--- config.mk ---
export PLATFORM = sky130hd
export DESIGN_NAME = fetch_stage_flat
export DESIGN_NICKNAME = d
export VERILOG_FILES = /design/src/rtl/mips_pkg.sv /design/src/rtl/fetch_stage_if.sv /design/src/rtl/pipe_reg_en_clr.sv /design/src/rtl/fetch_stage.sv /design/src/flat_wrapper.sv
export SDC_FILE = /design/constraint.sdc
export NUM_CORES = 1
export LEC_CHECK = 0
export ABC_AREA = 1
export BUFFER_PORTS_ARGS = -buffer_cell sky130_fd_sc_hd__buf_2
export CAP_MARGIN = 10
export CORE_AREA = 8 8 125 127
export DETAILED_ROUTE_END_ITERATION = 10
export DIE_AREA = 0 0 133 135
export PLACE_DENSITY = 0.6
export SLEW_MARGIN = 20
export SYNTH_ARGS = -nofsm -noshare
export SYNTH_HDL_FRONTEND = slang
export SYNTH_SLANG_ARGS = --single-unit
--- constraint.sdc ---
create_clock -name clk -period 1.65 [get_ports clk]
set_clock_uncertainty 0.15 [all_clocks]
set_input_delay 0.165 -clock clk [delete_from_list [all_inputs] [get_ports clk]]
set_output_delay 0.165 -clock clk [all_outputs]
set_load 0.03 [all_outputs]
--- src/rtl/mips_pkg.sv ---
// Shared MIPS pipeline types and constants used by the fetch stage and later stages.
package mips_pkg;

    localparam int XLEN       = 32;
    localparam int JUMP_IDX_W = 26;

    typedef logic [XLEN-1:0] pc_t;

    localparam pc_t NOP_WORD         = 32'h0000_0000;
    localparam pc_t RESET_PC_DEFAULT = 32'h0000_0000;

    // j/jal target: region bits come from the PC+4 of the jump itself.
    function automatic pc_t jump_target(input pc_t pc_plus4, input logic [JUMP_IDX_W-1:0] idx);
        return {pc_plus4[XLEN-1:XLEN-4], idx, 2'b00};
    endfunction

endpackage

--- src/rtl/fetch_stage_if.sv ---
// Fetch-stage bus: hazard/redirect controls in, instruction memory and IF/ID outputs.
interface fetch_stage_if;
    import mips_pkg::*;

    logic                  stall_f;
    logic                  stall_d;
    logic                  flush_d;
    logic                  pc_src_d;
    pc_t                   branch_target_d;
    logic                  jump_d;
    logic [JUMP_IDX_W-1:0] jump_index_d;
    pc_t                   imem_addr;
    pc_t                   imem_rdata;
    pc_t                   instr_d;
    pc_t                   pc_plus4_d;
    logic                  valid_d;

    modport master (
        input  stall_f, stall_d, flush_d, pc_src_d, branch_target_d,
        input  jump_d, jump_index_d, imem_rdata,
        output imem_addr, instr_d, pc_plus4_d, valid_d
    );

    modport slave (
        output stall_f, stall_d, flush_d, pc_src_d, branch_target_d,
        output jump_d, jump_index_d, imem_rdata,
        input  imem_addr, instr_d, pc_plus4_d, valid_d
    );

endinterface

--- src/rtl/pipe_reg_en_clr.sv ---
// Generic pipeline register: sync reset, hold when en=0, sync clear to CLR_VAL (clear beats hold).
module pipe_reg_en_clr #(
    parameter int                DATA_W  = 32,
    parameter logic [DATA_W-1:0] RST_VAL = '0,
    parameter logic [DATA_W-1:0] CLR_VAL = '0
) (
    input  logic              clk,
    input  logic              rst,
    input  logic              en,
    input  logic              clr,
    input  logic [DATA_W-1:0] d,
    output logic [DATA_W-1:0] q
);

    always_ff @(posedge clk) begin
        if (rst) begin
            q <= RST_VAL;
        end else if (clr) begin
            q <= CLR_VAL;
        end else if (en) begin
            q <= d;
        end
    end

endmodule

--- src/rtl/fetch_stage.sv ---
// MIPS instruction-fetch stage: PC, next-PC selection and the IF/ID pipeline register.
module fetch_stage
    import mips_pkg::pc_t;
    import mips_pkg::XLEN;
    import mips_pkg::RESET_PC_DEFAULT;
    import mips_pkg::jump_target;
#(
    parameter pc_t RESET_PC = RESET_PC_DEFAULT,
    parameter pc_t NOP_WORD = mips_pkg::NOP_WORD
) (
    input  logic          clk,
    input  logic          reset,
    fetch_stage_if.master bus
);

    localparam int IFID_W = 1 + 2 * XLEN;
    localparam logic [IFID_W-1:0] IFID_BUBBLE = {1'b0, {XLEN{1'b0}}, NOP_WORD};

    pc_t               pc_f;
    pc_t               pc_plus4_f;
    pc_t               pc_next_f;
    pc_t               pc_plus4_d;
    logic [IFID_W-1:0] ifid_in;
    logic [IFID_W-1:0] ifid_q;

    // ---- IF: PC and next-PC selection (jump beats branch) ----
    assign pc_plus4_f = pc_f + 32'd4;

    always_comb begin
        pc_next_f = pc_plus4_f;
        if (bus.jump_d) begin
            pc_next_f = jump_target(pc_plus4_d, bus.jump_index_d);
        end else if (bus.pc_src_d) begin
            pc_next_f = bus.branch_target_d;
        end
    end

    pipe_reg_en_clr #(
        .DATA_W  (XLEN),
        .RST_VAL (RESET_PC),
        .CLR_VAL ('0)
    ) u_pc_reg (
        .clk (clk),
        .rst (reset),
        .en  (~bus.stall_f),
        .clr (1'b0),
        .d   (pc_next_f),
        .q   (pc_f)
    );

    assign bus.imem_addr = pc_f;

    // ---- IF/ID boundary: {valid, pc_plus4, instr}; flush beats stall ----
    assign ifid_in = {1'b1, pc_plus4_f, bus.imem_rdata};

    pipe_reg_en_clr #(
        .DATA_W  (IFID_W),
        .RST_VAL (IFID_BUBBLE),
        .CLR_VAL (IFID_BUBBLE)
    ) u_ifid_reg (
        .clk (clk),
        .rst (reset),
        .en  (~bus.stall_d),
        .clr (bus.flush_d),
        .d   (ifid_in),
        .q   (ifid_q)
    );

    assign bus.valid_d    = ifid_q[IFID_W-1];
    assign pc_plus4_d     = ifid_q[2*XLEN-1:XLEN];
    assign bus.pc_plus4_d = pc_plus4_d;
    assign bus.instr_d    = ifid_q[XLEN-1:0];

endmodule

--- src/flat_wrapper.sv ---
// flat-port wrapper written by rule: the top's interface ports become plain ports
module fetch_stage_flat import mips_pkg::pc_t; import mips_pkg::XLEN; import mips_pkg::RESET_PC_DEFAULT; import mips_pkg::jump_target;
#(
    parameter pc_t RESET_PC = RESET_PC_DEFAULT,
    parameter pc_t NOP_WORD = mips_pkg::NOP_WORD
)
  (clk, reset, bus_stall_f, bus_stall_d, bus_flush_d, bus_pc_src_d, bus_branch_target_d, bus_jump_d, bus_jump_index_d, bus_imem_rdata, bus_imem_addr, bus_instr_d, bus_pc_plus4_d, bus_valid_d);
  fetch_stage_if bus_i ();
  input  logic clk;
  input  logic reset;
  input wire logic [$bits(bus_i.stall_f)-1:0] bus_stall_f;
  input wire logic [$bits(bus_i.stall_d)-1:0] bus_stall_d;
  input wire logic [$bits(bus_i.flush_d)-1:0] bus_flush_d;
  input wire logic [$bits(bus_i.pc_src_d)-1:0] bus_pc_src_d;
  input wire logic [$bits(bus_i.branch_target_d)-1:0] bus_branch_target_d;
  input wire logic [$bits(bus_i.jump_d)-1:0] bus_jump_d;
  input wire logic [$bits(bus_i.jump_index_d)-1:0] bus_jump_index_d;
  input wire logic [$bits(bus_i.imem_rdata)-1:0] bus_imem_rdata;
  output wire logic [$bits(bus_i.imem_addr)-1:0] bus_imem_addr;
  output wire logic [$bits(bus_i.instr_d)-1:0] bus_instr_d;
  output wire logic [$bits(bus_i.pc_plus4_d)-1:0] bus_pc_plus4_d;
  output wire logic [$bits(bus_i.valid_d)-1:0] bus_valid_d;
  assign bus_i.stall_f = bus_stall_f;
  assign bus_i.stall_d = bus_stall_d;
  assign bus_i.flush_d = bus_flush_d;
  assign bus_i.pc_src_d = bus_pc_src_d;
  assign bus_i.branch_target_d = bus_branch_target_d;
  assign bus_i.jump_d = bus_jump_d;
  assign bus_i.jump_index_d = bus_jump_index_d;
  assign bus_i.imem_rdata = bus_imem_rdata;
  assign bus_imem_addr = bus_i.imem_addr;
  assign bus_instr_d = bus_i.instr_d;
  assign bus_pc_plus4_d = bus_i.pc_plus4_d;
  assign bus_valid_d = bus_i.valid_d;
  fetch_stage #(.RESET_PC(RESET_PC), .NOP_WORD(NOP_WORD)) u_core (.clk(clk), .reset(reset), .bus(bus_i));
endmodule
==> results of run 1 <==
[cell families after synthesis]
| logic type | after synthesis | synth area share [%] |
|---|---|---|
| AOI/OAI and AO/OA | 159 | 19.4 |
| xor gates and xnor gates | 15 | 3.11 |
| DFF | 97 | 41.2 |
| buffers and inverters | 94 | 7.94 |
| adders and majority gates | 1 | 0.266 |
| and+or+nand+nor | 304 | 28.1 |
[worst paths after layout]
check	startpoint	to	slack, ps
worst min register to register	u_core.u_ifid_reg.q[22]	u_core.u_ifid_reg.q[22]	310
worst max register to register	u_core.u_pc_reg.q[2]	u_core.u_ifid_reg.q[62]	-7
worst max-delay path	u_core.u_pc_reg.q[2]	u_core.u_ifid_reg.q[62]	-7
worst min-delay path	bus_jump_index_d[17]	u_core.u_pc_reg.q[19]	-20
[timing repair]
action / 4_1_cts / 5_1_grt
gates resized for setup: 2 / 50
setup endpoints to repair: 6 / 39
endpoints found under the hold margin: 58 / 0
buffers inserted: 1 / 4
pin swaps: 2 / 16
hold buffers: 78 / 0
[worst register-to-register path, cell delays in order (launching register included)]
cell and delay, ps:
dfxtp_4 370, ha_4 150, nand2_4 50, nor2_4 140, nand2_4 100, nor2_4 230
nand2_1 80, nand2_1 60, nand2_1 70, o21ai_1 110, inv_1 40
[layout make-up]
| cell class | instances | area [µm²] |
|---|---|---|
| fill | 1330 | 6140 |
| multi-input combinational | 479 | 2570 |
| timing repair buffer | 315 | 2150 |
| sequential | 97 | 1970 |
| clock buffer | 10 | 239 |
| tap | 180 | 225 |
| inverter | 55 | 206 |
| clock inverter | 6 | 113 |
[registers in the layout, summed over array words and instances (netlist names)]
name                 flops
u_core.u_ifid_reg.q     65
u_core.u_pc_reg.q       32
[metal layers]
layer  global-route usage (%)  wire [µm]
met1                     24.0       7930
met2                     34.5       8700
met5                        0          0
met4                     6.69        397
met3                     5.16       1310
[per-stage QoR]
| stage | hold WS [ps] | total power (W) | utilization [%] |
|---|---|---|---|
| final | -17.6 | 0.00626 | 54.9 |
| after CTS | 1.49 | 0.00629 | 53.4 |
| after global placement | 224 | 0.00364 | 45.0 |
| after global routing | 16.7 | 0.00654 | 54.9 |
| after detailed placement | 223 | 0.00364 | 45.0 |
| after floorplan | 84.1 | 0.00318 | - |
[synthesized netlist by cell type (all sizes together)]
| master | number | area share (%) |
|---|---|---|
| or2 | 1 | 0.13 |
| inv | 54 | 4.3 |
| and2 | 3 | 0.40 |
| a21oi | 70 | 7.6 |
| xnor2 | 5 | 0.93 |
| clkbuf | 29 | 2.3 |
| nand2 | 192 | 16 |
| a221oi | 25 | 4.6 |
| o21ai | 56 | 6.0 |
| nor2 | 89 | 9.2 |
| dfxtp | 97 | 41 |
| a31oi | 3 | 0.40 |
| nand3 | 14 | 1.5 |
| nand3b | 5 | 0.80 |
| xor2 | 10 | 2.2 |
| o211ai | 4 | 0.64 |
| buf | 10 | 1.2 |
| clkinv | 1 | 0.080 |
| ha | 1 | 0.27 |
| a21o | 1 | 0.16 |
[power breakdown]
part,internal [W],leakage [nW],total (W),switching (W)
Clock,0.00153,0.173,0.00249,0.000954
Combinational,0.000513,2.69,0.00122,0.000712
Sequential,0.00245,0.801,0.00255,0.0000943
==> impl_metrics.tcl, run 1 <==
set metrics [dict create \
    grt_usage_pct 20.1 \
    crit_family "simple AND/OR/NAND/NOR gates" \
    avgRoutedWirePerCell_um 16.1 \
    slew_viol_final 0 \
    syn-num-nets 768 \
    n_antenna_cell 0 \
    die_h_um 135 \
    grt_pass1_wl_um 29000 \
    r2r_cells 10 \
    clock_sinks 97 \
    dieArea_mm2 0.0180 \
    cp_common_cell "nand2_1" \
    core.rowCount 43 \
    powerDensity_mw_per_mm2 837 \
    worst_slack_ps -7.17 \
    ir_drop_uv 520 \
    final_cell_mix "buf_2 (193), nand2_1 (173), dfxtp_1 (83), dlygate4sd3_1 (77), nor2_1 (70)" \
    cp_num_buf_inv 1 \
    finalCritPeriodShare_pct 100 \
    worstSetupStartpointType "register" \
    stdcell_area_mm2 0.00748 \
    critPathSlowestCell "dfxtp_4" \
    synthDistinctLibCells 31 \
    post_drt_via_cell_ratio 4.79 \
    first_pass_iters 4 \
    syn_to_final_growth_pct 58.7 \
    dp_cells 1044 \
    cp_num_cells 10 \
    fmax_mhz 603 \
    ys_ff_latch 97 \
    criticalPathCategory "register to register" \
    finalHoldViolations 1 \
    rsz0062_at_grt "true" \
    ctsLongestPathBuffers 2 \
    setup_viol 1 \
    leakagePower_nw 3.66 \
    cap_violations 0 \
    tns_ps -7.17 \
    grt_pass1_vias 5486 \
    slew_headroom_pct 55.0 \
    holdCritPathClass "input port to register" \
    core_area_mm2 0.0136 \
    clk_pin_slew_worst_paths_ps 70 \
    place_area_mm2 0.00612 \
    slowest_delay_ps 370 \
    gr-total-overflow 0 \
    dr.first_iter.drc_count 297 \
    grt_max_degree 60 \
    postSynthCellCount 670 \
    nNetsFinal 1055 \
    routed_wirelength_um 18300 \
    critPathCaptureType "register" \
    final-instance-count-excl-fill 1142 \
    syn_area_mm2 0.00471 \
    dp_hpwl_um 12700 \
    cts_buffers 9 \
    ant_nets 0 \
    pre_cts_ws_ps -20.2 \
    syn_area_per_cell_um2 7.03 \
    clkLatencyLatePin_ps 350 \
    drive_gt1_share_pct 35.0 \
    start_util_pct 34.6 \
    worstPathCellList "ha_4, nand2_4, nor2_4, nand2_4, nor2_4, nand2_1, nand2_1, nand2_1, o21ai_1, inv_1" \
    tightest_slew_ps 675 \
    ys_seq_area_share_pct 41.2 \
    layout_commonest_cell "buf_2" \
    min_path_cells 3 \
    whs_ps -17.6 \
    antenna_found_initial 0 \
    status "finished, violations left" \
    synth_warnings 0 \
    htree_levels 3 \
    routed-via-count 5469 \
    place_congestion 0.846 \
    cts_tree "done" \
    cp_max_fo 5 \
    port-buffer-count 193 \
    die_w_um 133 \
    clock_tree.root_cell "clkbuf_16" \
    layout_min_cycle_time_ps 1660 \
    crit_arrival_ps 1750 \
    violations "negative hold slack, negative setup slack" \
    crit_required_ps 1740 \
    drc_errors 0 \
    io_pins 194 \
]
Note: power is estimated with default switching activity, not from simulation.
==> inputs of run 2 (changes only) <==
--- a/config.mk
+++ b/config.mk
@@ -6,7 +6,7 @@
 export NUM_CORES = 1
 export LEC_CHECK = 0
 export ABC_AREA = 1
-export BUFFER_PORTS_ARGS = -buffer_cell sky130_fd_sc_hd__buf_2
+export BUFFER_PORTS_ARGS = -buffer_cell sky130_fd_sc_hd__clkbuf_2
 export CAP_MARGIN = 10
 export CORE_AREA = 8 8 125 127
 export DETAILED_ROUTE_END_ITERATION = 10
==> impl_metrics.tcl, run 2 (synthesis gave the netlist of run 1 again) <==
set metrics [dict create \
    status "finished, violations left" \
    violations "negative hold slack" \
    gr-total-overflow 0 \
    critPathSlowestCell "dfxtp_4" \
    core.rowCount 43 \
    leakagePower_nw 3.53 \
    dieArea_mm2 0.0180 \
    slew_headroom_pct 67.6 \
    core_area_mm2 0.0136 \
    post_drt_via_cell_ratio 4.74 \
    ir_drop_uv 452 \
    die_h_um 135 \
    multi_input_area_mm2 0.00254 \
    routed-via-count 5378 \
    tns_ps 0 \
    cp_common_cell "nand2_1" \
    regMostFlops "u_core.u_ifid_reg.q" \
    cp_num_buf_inv 1 \
    place_area_mm2 0.00613 \
    critPathCaptureType "register" \
    nNetsFinal 1048 \
    slowest_delay_ps 380 \
    die_w_um 133 \
    setup_viol 0 \
    avgRoutedWirePerCell_um 15.7 \
    criticalPathCategory "register to register" \
    slew_viol_final 0 \
    pre_cts_ws_ps 23.7 \
    reg.largest.list "u_core.u_ifid_reg.q (65), u_core.u_pc_reg.q (32)" \
    place_congestion 0.855 \
    dr.first_iter.drc_count 243 \
    tightest_slew_ps 485 \
    final_cell_mix "clkbuf_2 (193), nand2_1 (173), dfxtp_1 (80), nor2_1 (73), dlygate4sd3_1 (71)" \
    grt_pass1_vias 5413 \
    ant_nets 0 \
    fmax_mhz 623 \
    routed_wirelength_um 17800 \
    io_pins 194 \
    clock_sinks 97 \
    n_antenna_cell 0 \
    ctsLongestPathBuffers 2 \
    grt_usage_pct 19.7 \
    clock_tree.root_cell "clkbuf_16" \
    port-buffer-count 193 \
    antenna_found_initial 0 \
    fillers 1319 \
    cts_buffers 9 \
    layout_min_cycle_time_ps 1610 \
    worst_slack_ps 44.5 \
    finalHoldViolations 3 \
    cts_tree "done" \
    grt_pass1_wl_um 28200 \
    layout_commonest_cell "clkbuf_2" \
    stdcell_area_mm2 0.00729 \
    finalCritPeriodShare_pct 97.3 \
    syn_to_final_growth_pct 54.9 \
    cap_violations 0 \
    largest_reg_flops 65 \
    start_util_pct 34.6 \
    first_pass_iters 4 \
    hold_start "bus_jump_index_d[15]" \
    drc_errors 0 \
    powerDensity_mw_per_mm2 798 \
    holdCritPathClass "input port to register" \
    drive_gt1_share_pct 34.6 \
    crit_required_ps 1750 \
    grt_max_degree 60 \
    worstSetupStartpointType "register" \
    rsz0062_at_grt "true" \
    crit_family "simple AND/OR/NAND/NOR gates" \
    ff_latch_area_mm2 0.00198 \
    crit_path_start "u_core.u_pc_reg.q[3]" \
    crit_arrival_ps 1700 \
    dp_hpwl_um 12700 \
    htree_levels 3 \
    clk_pin_slew_worst_paths_ps 70 \
    worstPathCellList "ha_4, nand2_4, nor2_4, nand2_4, nor2_4, nand2_1, nand2_1, nand2_1, o21ai_0, inv_1" \
    worstReg2RegStart "u_core.u_pc_reg.q[3]" \
    whs_ps -29.6 \
    cp_max_fo 5 \
    clkLatencyLatePin_ps 350 \
]
run 2: changes by cell type in the layout (fill, tap and decap cells not counted), moves of 4 or more:
cell           delta
buf_2           -193
nor2_2            -5
o21ai_0           +5
xor2_2            -4
clkbuf_2        +193
dlygate4sd3_1     -6
o21ai_1           -4
xor2_1            +4
run 2: layout make-up:
| cell class | instances | area share, % |
|---|---|---|
| well taps | 180 | 3.09 |
| flip-flops and latches | 97 | 27.1 |
| inverters | 55 | 2.83 |
| multi-input cells | 479 | 34.8 |
| repair buffers | 308 | 28.2 |
| clock buffers | 10 | 3.43 |
| clock inverters | 6 | 0.566 |
run 2: repair_timing:
item	in CTS	in global routing
hold endpoints to repair	58	0
setup endpoints to repair	0	42
setup buffers	0	1
gates resized for setup	0	43
hold buffers	74	0
run 2: worst paths after layout:
kind	end	slack [ps]	cells past startpoint
worst max-delay path	u_core.u_ifid_reg.q[52]	40	10
worst min register to register	u_core.u_ifid_reg.q[28]	310	2
worst max register to register	u_core.u_ifid_reg.q[52]	40	10
worst min-delay path	u_core.u_pc_reg.q[17]	-30	3
run 2: per-stage QoR:
stage	cells	power [W]	utilization [%]
after floorplan	670	0.00318	-
final	1135	0.00582	53.6
after global placement	1047	0.00364	45.1
after detailed placement	1047	0.00364	45.1
after global routing	1135	0.00610	53.6
after CTS	1137	0.00584	52.6
run 2: worst reg2reg max path: cells and delay by family, from the launching register on:
| family | cells | cell delay (ps) |
|---|---|---|
| and+or+nand+nor | 7 | 640 |
| buffers and inverters | 1 | 50 |
| DFF | 1 | 380 |
| adders and majority gates | 1 | 150 |
| AOI/OAI and AO/OA | 1 | 140 |
run 2: power breakdown:
| part | internal, W | total [W] | leakage, nW | switching [W] |
|---|---|---|---|---|
| Clock | 0.00111 | 0.00206 | 0.136 | 0.000952 |
| Combinational | 0.000496 | 0.00121 | 2.59 | 0.000710 |
| Sequential | 0.00245 | 0.00255 | 0.802 | 0.0000954 |
| Total | 0.00406 | 0.00582 | 3.53 | 0.00176 |
run 2: metal layers:
metal | share of wire (%) | vias up | wire, µm | track usage, %
met2 | 48 | 176 | 8550 | 34.1
met5 | 0 | - | 0 | 0
met4 | 1.2 | 0 | 212 | 5.99
li1 | - | 2738 | - | -
met1 | 44 | 2449 | 7780 | 23.2
met3 | 7.0 | 15 | 1240 | 5.31
==> inputs of run 3 (changes only) <==
--- a/config.mk
+++ b/config.mk
@@ -8,10 +8,11 @@
 export ABC_AREA = 1
 export BUFFER_PORTS_ARGS = -buffer_cell sky130_fd_sc_hd__clkbuf_2
 export CAP_MARGIN = 10
-export CORE_AREA = 8 8 125 127
+export CORE_AREA = 8 8 92 176
 export DETAILED_ROUTE_END_ITERATION = 10
-export DIE_AREA = 0 0 133 135
-export PLACE_DENSITY = 0.6
+export DIE_AREA = 0 0 100 184
+export GPL_TIMING_DRIVEN = 0
+export PLACE_DENSITY = 0.59
 export SLEW_MARGIN = 20
 export SYNTH_ARGS = -nofsm -noshare
 export SYNTH_HDL_FRONTEND = slang
==> impl_metrics.tcl, run 3 (synthesis gave the netlist of run 1 again) <==
set metrics [dict create \
    violations "negative setup slack" \
    holdCritPathClass "input port to register" \
    dieArea_mm2 0.0184 \
    reg.largest.list "u_core.u_ifid_reg.q (65), u_core.u_pc_reg.q (32)" \
    grt_pass1_vias 5497 \
    avgRoutedWirePerCell_um 16.8 \
    grt_pass1_wl_um 29600 \
    cts_buffers 9 \
    start_util_pct 33.9 \
    first_pass_iters 7 \
    powerDensity_mw_per_mm2 835 \
    ir_drop_uv 481 \
    port-buffer-count 192 \
    dp_hpwl_um 15100 \
    criticalPathCategory "register to register" \
    fmax_mhz 596 \
    whs_ps 5.56 \
    leakagePower_nw 3.41 \
    grt_max_degree 19 \
    clkLatencyLatePin_ps 350 \
    finalHoldViolations 0 \
    tns_ps -55.5 \
    clock_tree.root_cell "clkbuf_16" \
    drive_gt1_share_pct 33.6 \
    place_congestion 0.881 \
    drc_errors 0 \
    final-instance-count-excl-fill 1145 \
    ant_nets 0 \
    clock_sinks 97 \
    post_drt_via_cell_ratio 4.74 \
    stdcell_area_mm2 0.00718 \
    dr.first_iter.drc_count 219 \
    setup_viol 3 \
    slew_headroom_pct 52.1 \
    layout_min_cycle_time_ps 1680 \
    layout_commonest_cell "clkbuf_2" \
    dp_cells 1051 \
    crit_arrival_ps 1800 \
    die_w_um 100 \
    core_area_mm2 0.0139 \
    grt_usage_pct 20.9 \
    routed-via-count 5427 \
    syn_to_final_growth_pct 52.5 \
    critPathCaptureType "register" \
    rsz0062_at_grt "true" \
    crit_required_ps 1770 \
    worstSetupStartpointType "register" \
    nNetsFinal 1048 \
    ctsLongestPathBuffers 2 \
    finalCritPeriodShare_pct 102 \
    final_cell_mix "clkbuf_2 (192), nand2_1 (166), dfxtp_1 (72), nor2_1 (70), a21oi_1 (66)" \
    place_area_mm2 0.00593 \
    r2r_setup_slack_ps -30 \
    slew_viol_final 0 \
    regMostFlops "u_core.u_ifid_reg.q" \
    gr-total-overflow 0 \
    worst_slack_ps -28.0 \
    status "finished, violations left" \
    htree_levels 3 \
    utilization_pct 51.7 \
    tightest_slew_ps 719 \
    core.rowCount 61 \
    io_pins 194 \
    largest_reg_flops 65 \
    clk_pin_slew_worst_paths_ps 70 \
    cts_tree "done" \
    cp_max_fo 5 \
    routed_wirelength_um 19300 \
    die_h_um 184 \
    cap_violations 0 \
    antenna_found_initial 1 \
]
-- run 3: stage by stage --
step | setup slack (ps) | power [W]
4_1_cts | -40.6 | 0.00604
2_1_floorplan | 3.92 | 0.00318
3_5_place_dp | -256 | 0.00360
6_report | -28.0 | 0.00600
3_3_place_gp | -257 | 0.00359
5_1_grt | -113 | 0.00624
-- run 3: path summary, 6_finish.rpt --
path,startpoint,end,cells past startpoint
setup / recovery,u_core.u_pc_reg.q[3],u_core.u_pc_reg.q[12],9
hold / removal,bus_branch_target_d[14],u_core.u_pc_reg.q[14],3
setup reg to reg,u_core.u_pc_reg.q[3],u_core.u_pc_reg.q[12],9
hold reg to reg,u_core.u_ifid_reg.q[29],u_core.u_ifid_reg.q[29],2
-- run 3: metal layers --
metal | global-route usage [%] | routed length [µm] | vias to the layer above
met5 | 0 | 0 | -
met4 | 13.0 | 1060 | 0
met3 | 3.53 | 955 | 40
met2 | 40.2 | 10600 | 174
met1 | 19.7 | 6650 | 2471
li1 | - | - | 2742
-- run 3: what timing repair did --
item,in CTS,in global routing
endpoints found under the setup margin,31,38
resized for setup,22,41
hold buffers,65,0
pin swaps,12,13
endpoints found under the hold margin,52,0
buffers inserted,7,5
-- run 3: critical path: stages, from the launching register on --
cell and delay, ps:
dfxtp_4 370, ha_4 140, nand2_4 50, nor2_4 160, nand2_4 100, nor2_4 170
buf_6 130, xor2_2 140, nand2_1 60, a21oi_1 110
-- run 3: power breakdown --
group	leakage (nW)	switching (W)	internal (W)
clock	0.161	0.000992	0.00130
combinational	2.45	0.000701	0.000435
sequential	0.805	0.000119	0.00245
total	3.41	0.00181	0.00419
-- run 3: layout make-up --
type                    count  area (µm²)
fillers                  1453        6710
multi-input cells         479        2540
flip-flops and latches     97        1990
repair buffers            269        1710
clock buffers              10         250
well taps                 189         236
inverters                  55         206
plain buffers              39         168
clock inverters             6        76.3
diodes                      1        2.50
